## src/rtl/multicycle_control.sv

```systemverilog
// rtl/multicycle_control.sv - multicycle FETCH/DECODE/EXECUTE/WRITEBACK control FSM for the 8-bit CPU
module multicycle_control #(
    parameter int   MEM_RD_WAIT = 0,
    parameter logic ZF_RESET    = 1'b0
) (
    input  logic       clk,
    input  logic       rst,
    input  logic       run,
    input  logic [2:0] opcode,
    input  logic       zero,
    output logic       mem_read,
    output logic       mem_write,
    output logic       addr_sel,
    output logic       ir_write,
    output logic       pc_write,
    output logic       pc_src,
    output logic       acc_write,
    output logic       acc_src,
    output logic [2:0] alu_op,
    output logic       z_flag,
    output logic       instr_done,
    output logic [3:0] state
);

    typedef enum logic [3:0] {
        IDLE    = 4'd0,
        FETCH   = 4'd1,
        IR_LOAD = 4'd2,
        DECODE  = 4'd3,
        MEM_RD  = 4'd4,
        ALU_WB  = 4'd5,
        LOAD_WB = 4'd6,
        STORE   = 4'd7,
        BRANCH  = 4'd8
    } state_t;

    localparam logic [1:0] WAIT_LAST = 2'(MEM_RD_WAIT);

    state_t     cur;
    state_t     nxt;
    logic [1:0] cnt;

    assign state = cur;

    always_comb begin
        nxt = IDLE;
        case (cur)
            IDLE:    nxt = run ? FETCH : IDLE;
            FETCH:   nxt = (cnt == WAIT_LAST) ? IR_LOAD : FETCH;
            IR_LOAD: nxt = DECODE;
            DECODE: begin
                if (!opcode[2] || opcode == 3'b100)
                    nxt = MEM_RD;
                else if (opcode == 3'b101)
                    nxt = STORE;
                else
                    nxt = BRANCH;
            end
            MEM_RD:  nxt = (cnt != WAIT_LAST) ? MEM_RD : (opcode[2] ? LOAD_WB : ALU_WB);
            ALU_WB, LOAD_WB, STORE, BRANCH: nxt = run ? FETCH : IDLE;
            default: nxt = IDLE;
        endcase
    end

    // Strobes are registered from the next state so they line up with the state register.
    always_ff @(posedge clk) begin
        if (rst) begin
            cur        <= IDLE;
            cnt        <= 2'd0;
            z_flag     <= ZF_RESET;
            mem_read   <= 1'b0;
            mem_write  <= 1'b0;
            addr_sel   <= 1'b0;
            ir_write   <= 1'b0;
            pc_write   <= 1'b0;
            pc_src     <= 1'b0;
            acc_write  <= 1'b0;
            acc_src    <= 1'b0;
            alu_op     <= 3'b000;
            instr_done <= 1'b0;
        end else begin
            cur <= nxt;
            if (nxt == cur && (cur == FETCH || cur == MEM_RD))
                cnt <= cnt + 2'd1;
            else
                cnt <= 2'd0;
            if (cur == ALU_WB)
                z_flag <= zero;
            mem_read   <= (nxt == FETCH) || (nxt == MEM_RD);
            mem_write  <= (nxt == STORE);
            addr_sel   <= (nxt == MEM_RD) || (nxt == STORE);
            ir_write   <= (nxt == IR_LOAD);
            // z_flag cannot change while moving DECODE -> BRANCH, so its current value is the one JZ tests.
            pc_write   <= (nxt == IR_LOAD) ||
                          (nxt == BRANCH && (opcode == 3'b110 || (opcode == 3'b111 && z_flag)));
            pc_src     <= (nxt == BRANCH);
            acc_write  <= (nxt == ALU_WB) || (nxt == LOAD_WB);
            acc_src    <= (nxt == LOAD_WB);
            alu_op     <= (nxt == ALU_WB) ? {1'b0, opcode[1:0]} : 3'b000;
            instr_done <= (nxt == ALU_WB) || (nxt == LOAD_WB) || (nxt == STORE) || (nxt == BRANCH);
        end
    end

endmodule

```

## config.mk

```make
export PLATFORM = sky130hd
export DESIGN_NAME = multicycle_control
export DESIGN_NICKNAME = d
export VERILOG_FILES = /design/src/rtl/multicycle_control.sv
export SDC_FILE = /design/constraint.sdc
export NUM_CORES = 1
export LEC_CHECK = 0
export BUFFER_PORTS_ARGS = -buffer_cell sky130_fd_sc_hd__buf_2
export CORE_MARGIN = 1.5
export CORE_UTILIZATION = 30
export CTS_CLUSTER_SIZE = 14
export DETAILED_ROUTE_END_ITERATION = 6
export PLACE_DENSITY = 0.58
export SETUP_SLACK_MARGIN = 0.5
export SYNTH_ARGS = -nofsm -noshare
export SYNTH_HDL_FRONTEND = slang
export SYNTH_SLANG_ARGS = --single-unit
```

## constraint.sdc

```tcl
create_clock -name clk -period 2.15 [get_ports clk]
set_input_delay 0.43 -clock clk [delete_from_list [all_inputs] [get_ports clk]]
set_output_delay 0.43 -clock clk [all_outputs]
set_load 0.01 [all_outputs]
```

; ---- After elaboration in Yosys (flattened, before gate mapping)
; Index checks and enable logic that the tools add are counted.
[totals]
reg_bits = 19
in_bits = 7
output_inout_bits = 17
wordCells = 63
[classes]
n_addsub = 1
eq_ne = 20
muxes = 7
n_bitwise = 2
reduce_logical = 19
[op_table]
columns = op, count
row1 = $eq 4x3->1 const B, 8
row2 = $pmux 4 s5, 1
row3 = $eq 3x3->1 const B, 4
row4 = $eq 4x2->1 const B, 3
row5 = $logic_or 1x1->1, 9
row6 = $eq 4x1->1 const B, 2
row7 = $eq 4x4->1 const B, 2
row8 = $mux 4, 2
row9 = $mux 2, 3
row10 = $reduce_or 5->1, 1
row11 = $eq 4x4->1, 1
row12 = $logic_not 4->1, 1
row13 = $reduce_or 2->1, 2
row14 = $logic_and 1x1->1, 3
row15 = $add 2x1->2 const B, 1
row16 = $logic_not 2->1, 1
row17 = $not 1->1, 2
row18 = $reduce_bool 2->1, 1
row19 = $logic_not 1->1, 1
row20 = $mux 1, 1

; ---- Depth between registers and ports, before layout
[depth]
depth_word = 8
ltp_mapped = 7
mapped_depth_nobuf = 7

; ---- Worst setup path after synthesis
; OpenSTA, ideal clock, no wires.
[synth_timing]
kind = register to register
startpoint = reg cur[1], in the netlist state[1]
endpoint = reg cnt[1]
setup_ns = 0.080
arrival_ns = 1.562
required_time_ns = 2.070
slack_ns = 0.508
path_stages_with_launch = 6
n_path_buf = 0
synth_period_minus_slack_ns = 1.642
path_cell_list = dfxtp_1 -> or3b_4 -> a21oi_4 -> and4b_4 -> xnor2_2 -> nor3b_1
[synth_between]
elab_chain_len = 7
elab_cells_between_ends = 16
cone_classes = 9 x eq/ne / 1 x mux / 1 x bitwise / 5 x reduce/logical
[synth_rtl]
columns = item, line_no
row1 = "start, declared", 39  ; state_t cur;
row2 = "start signal, assigned", 82  ; cur <= nxt;
row3 = $eq 4x3->1 (tied with other cells), 47  ; case (cur)
row4 = $reduce_or 5->1 (no line), --
row5 = $pmux 4 s5, 47
row6 = $eq 4x4->1, 83  ; if (nxt == cur && (cur == FETCH || cur == MEM_RD))
row7 = $logic_and 1x1->1 (*), 83
row8 = $not 1->1 (no line) (*), --
row9 = $reduce_or 2->1 (no line) (*), --
row10 = "end signal, assigned", 84  ; cnt <= cnt + 2'd1;
row11 = "end, declared", 41  ; logic [1:0] cnt;
; Mark *: on every way between the ends. The rest lies on a longest branch, timed or not.
; A chain may end at the register's enable or synchronous reset.

; ---- Worst setup path in the final report
[layout_timing]
startpoint = reg cur[2], in the netlist state[2]
endpoint = reg mem_read
[layout_between]
elab_chain_len = 5
elab_cells_between_ends = 14
cone_classes = 10 x eq/ne / 1 x mux / 3 x reduce/logical
[layout_rtl]
columns = item, line_no
row1 = $eq 4x3->1 (tied with other cells), 47
row2 = $reduce_or 5->1 (no line), --
row3 = $pmux 4 s5 (*), 47
row4 = $eq 4x1->1 or $eq 4x3->1 (tied branches), 89  ; mem_read <= (nxt == FETCH) || (nxt == MEM_RD);
row5 = $logic_or 1x1->1 (*), 89
row6 = "end signal, assigned", 89
row7 = "end, declared", 11  ; output logic mem_read,
; Marks and branches as above.

==> impl_results.md <==
- Status: complete, no violations
- TritonCTS clock tree: yes
- Area contributors post-synth: dfxtp_1, nor3_1, nor2_1
- Drt pass-1 iters: 4
- Row count: 18
- Final min period: 1.60 ns
- Critical path type: flip-flop to flip-flop
- Register area share after synthesis: 0.461
- Warnings, synthesis: 0
- Syn nets: 88
- Height of the die: 54.1 um
- CTS root buffer: clkbuf_4
- Clk_skew: 0.00378 ns
- DR vias: 655
- CTS H-tree lvls: 1
- First-iteration detailed-routing DRC count: 7
- Yosys top cell by area: dfxtp_1
- Critical path launch point type: flip-flop
- Max Fclk: 623 MHz
- Via density: 4.92
- Tightest Hold Check Type: primary input to flip-flop
- Final period util: 0.746
- CTS Buffer Depth: 2
- Detail-routed net length per standard cell: 12.4 um
- Post-synthesis cell count: 80
- Grt ovf: 0
- First-pass GRT wire length: 2.50 mm
- P&R area growth vs syn: 23.5%
- WP data required: 2.36 ns
- Area of the mapped netlist: 782 um2
- Hold Violations, Final: 0
- Total CTS buffers: 3
- Worst-skew pair later-pin latency: 0.29 ns
- Die width: roughly 54 um
- Syn_area_per_cell: roughly 9.8 um2
- N_diodes: 0
- Gpl congestion: 0.901
- Leakage: 0.445 nW
- Largest net degree at the start of global routing: 16
- Hpwl dp: 1.22 mm
- Unrepaired setup endpoints after global routing: true
- Max Cap Viol: 0
- Total Neg Setup Slack: 0 ns
- Post-synth top area share: 0.461
- Synth Register Bits: 18
- Initial core utilization: 0.316
- Asr flop ratio synth: 0
- Worst Setup End Kind: flip-flop
- Nets: 112
- Max-slew violation count: 0
- Core Box Area: roughly 2500 um2
- Sink Count: 18
- Initial antenna violation count: 0
- Number of port buffers: 22
- Most frequent cells in the layout: buf_2, dfxtp_1, nor2_1
- Routed WL: around 1.6 mm
- Setup violators final: 0
- Main flop type after synthesis: dfxtp_1
- Vias in the first global route: about 580
- DRC: 0
- Design area: 966 um2
- Reg clk slew, reported paths: ~0.10 ns
- Share of cells above drive strength 1: 0.408
- Placement Cell Area: 900 um2
- Post-synth EDFFs: 0
- Crit path max fanout: 12
- CP Data Arrival Time: about 1.8 ns
- Tot GR Track Use: 0.124
- Peak supply drop: 0.469 mV
- PD cells: 814 nW/um2
- Most common cell after layout, fill and taps aside: buf_2
- Post-DRT Antenna Nets: 0
- Num ports: 24
- Die area: 2920 um2
- Total power: just under 800 uW
- Post-synthesis cell type count: 38
-- kinds of logic after synthesis --
| group | Yosys count | synth area share |
|---|---|---|
| AO/OA/AOI/OAI | 13 | 0.114 |
| multiplexers | 1 | 0.0128 |
| AND/OR/NAND/NOR | 35 | 0.296 |
| flip-flops | 18 | 0.461 |
| other | 1 | 0.00480 |
| buffers and inverters | 9 | 0.0640 |
| adder cells (fa/ha/maj) | 1 | 0.0160 |
| XOR/XNOR | 2 | 0.0320 |
-- report_power, final --
group / switching, mW / total [mW] / leakage, nW / internal, mW
sequential: 0.0301 / 0.387 / 0.147 / 0.357
combinational: 0.101 / 0.197 / 0.277 / 0.0961
clock: 0.0995 / 0.203 / 0.0210 / 0.103
total: 0.230 / 0.787 / 0.445 / 0.556
-- state kept, by name (all words and copies together) (netlist names) --
signal and count:
addr_sel 1, ir_write 1, cnt 2, state 4, acc_src 1, mem_read 1
pc_write 1, instr_done 1, acc_write 1, z_flag 1, alu_op 2, pc_src 1
mem_write 1
-- through the flow --
step	worst slack [ns]	hold slack, ns	std cells	util
final	0.546	0.407	133	0.390
after detailed placement	0.348	0.426	128	0.363
after global routing	0.458	0.385	133	0.390
after global placement	0.313	0.412	128	0.363
after floorplan	0.508	0.399	80	-
after CTS	0.498	0.394	133	0.382
-- layer usage --
layer | wire (um) | track usage
met1 | 724 | 0.143
met2 | 771 | 0.203
met3 | 133 | 0.0583
met4 | 14 | 0.0375
met5 | 0 | 0
-- cells in the mapped netlist (2+ instances only) --
library cell	n
dfxtp_1	18
nor2_1	7
nor3_1	6
inv_1	4
a21oi_1	3
nor3b_1	3
a21o_1	2
and2_1	2
and3_1	2
buf_4	2
nand2_1	2
o21ai_0	2
o21ai_1	2
-- worst max-delay path, cell delays in order (launching register included) --
cell,delay (ns)
dfxtp_2,0.45
nor3b_1,0.32
a31oi_1,0.07
or3_4,0.38
clkinv_2,0.09
mux2i_1,0.06
nor3_1,0.15
-- worst paths after layout --
path	from	end	slack, ns	depth (start not counted)
setup / recovery	state[2]	mem_read	0.55	6
hold / removal	opcode[1]	alu_op[1]	0.41	2
setup reg to reg	state[2]	mem_read	0.55	6
hold reg to reg	cnt[0]	cnt[0]	0.44	1
-- layout make-up --
class / count / area [um2]
clock buffers: 4 / 36.3
repair buffers: 23 / 118
fillers: 277 / 1510
flip-flops and latches: 18 / 367
multi-input cells: 53 / 388
well taps: 30 / 37.5
inverters: 5 / 20.0
-- timing repair --
action                                  CTS  global route
endpoints found under the setup margin   14            11
hold buffers                              0             0
pin swaps                                 0             2
resized for setup                         3             5
setup buffers                             1             0
No activity file was read; power rests on OpenSTA's default activity.
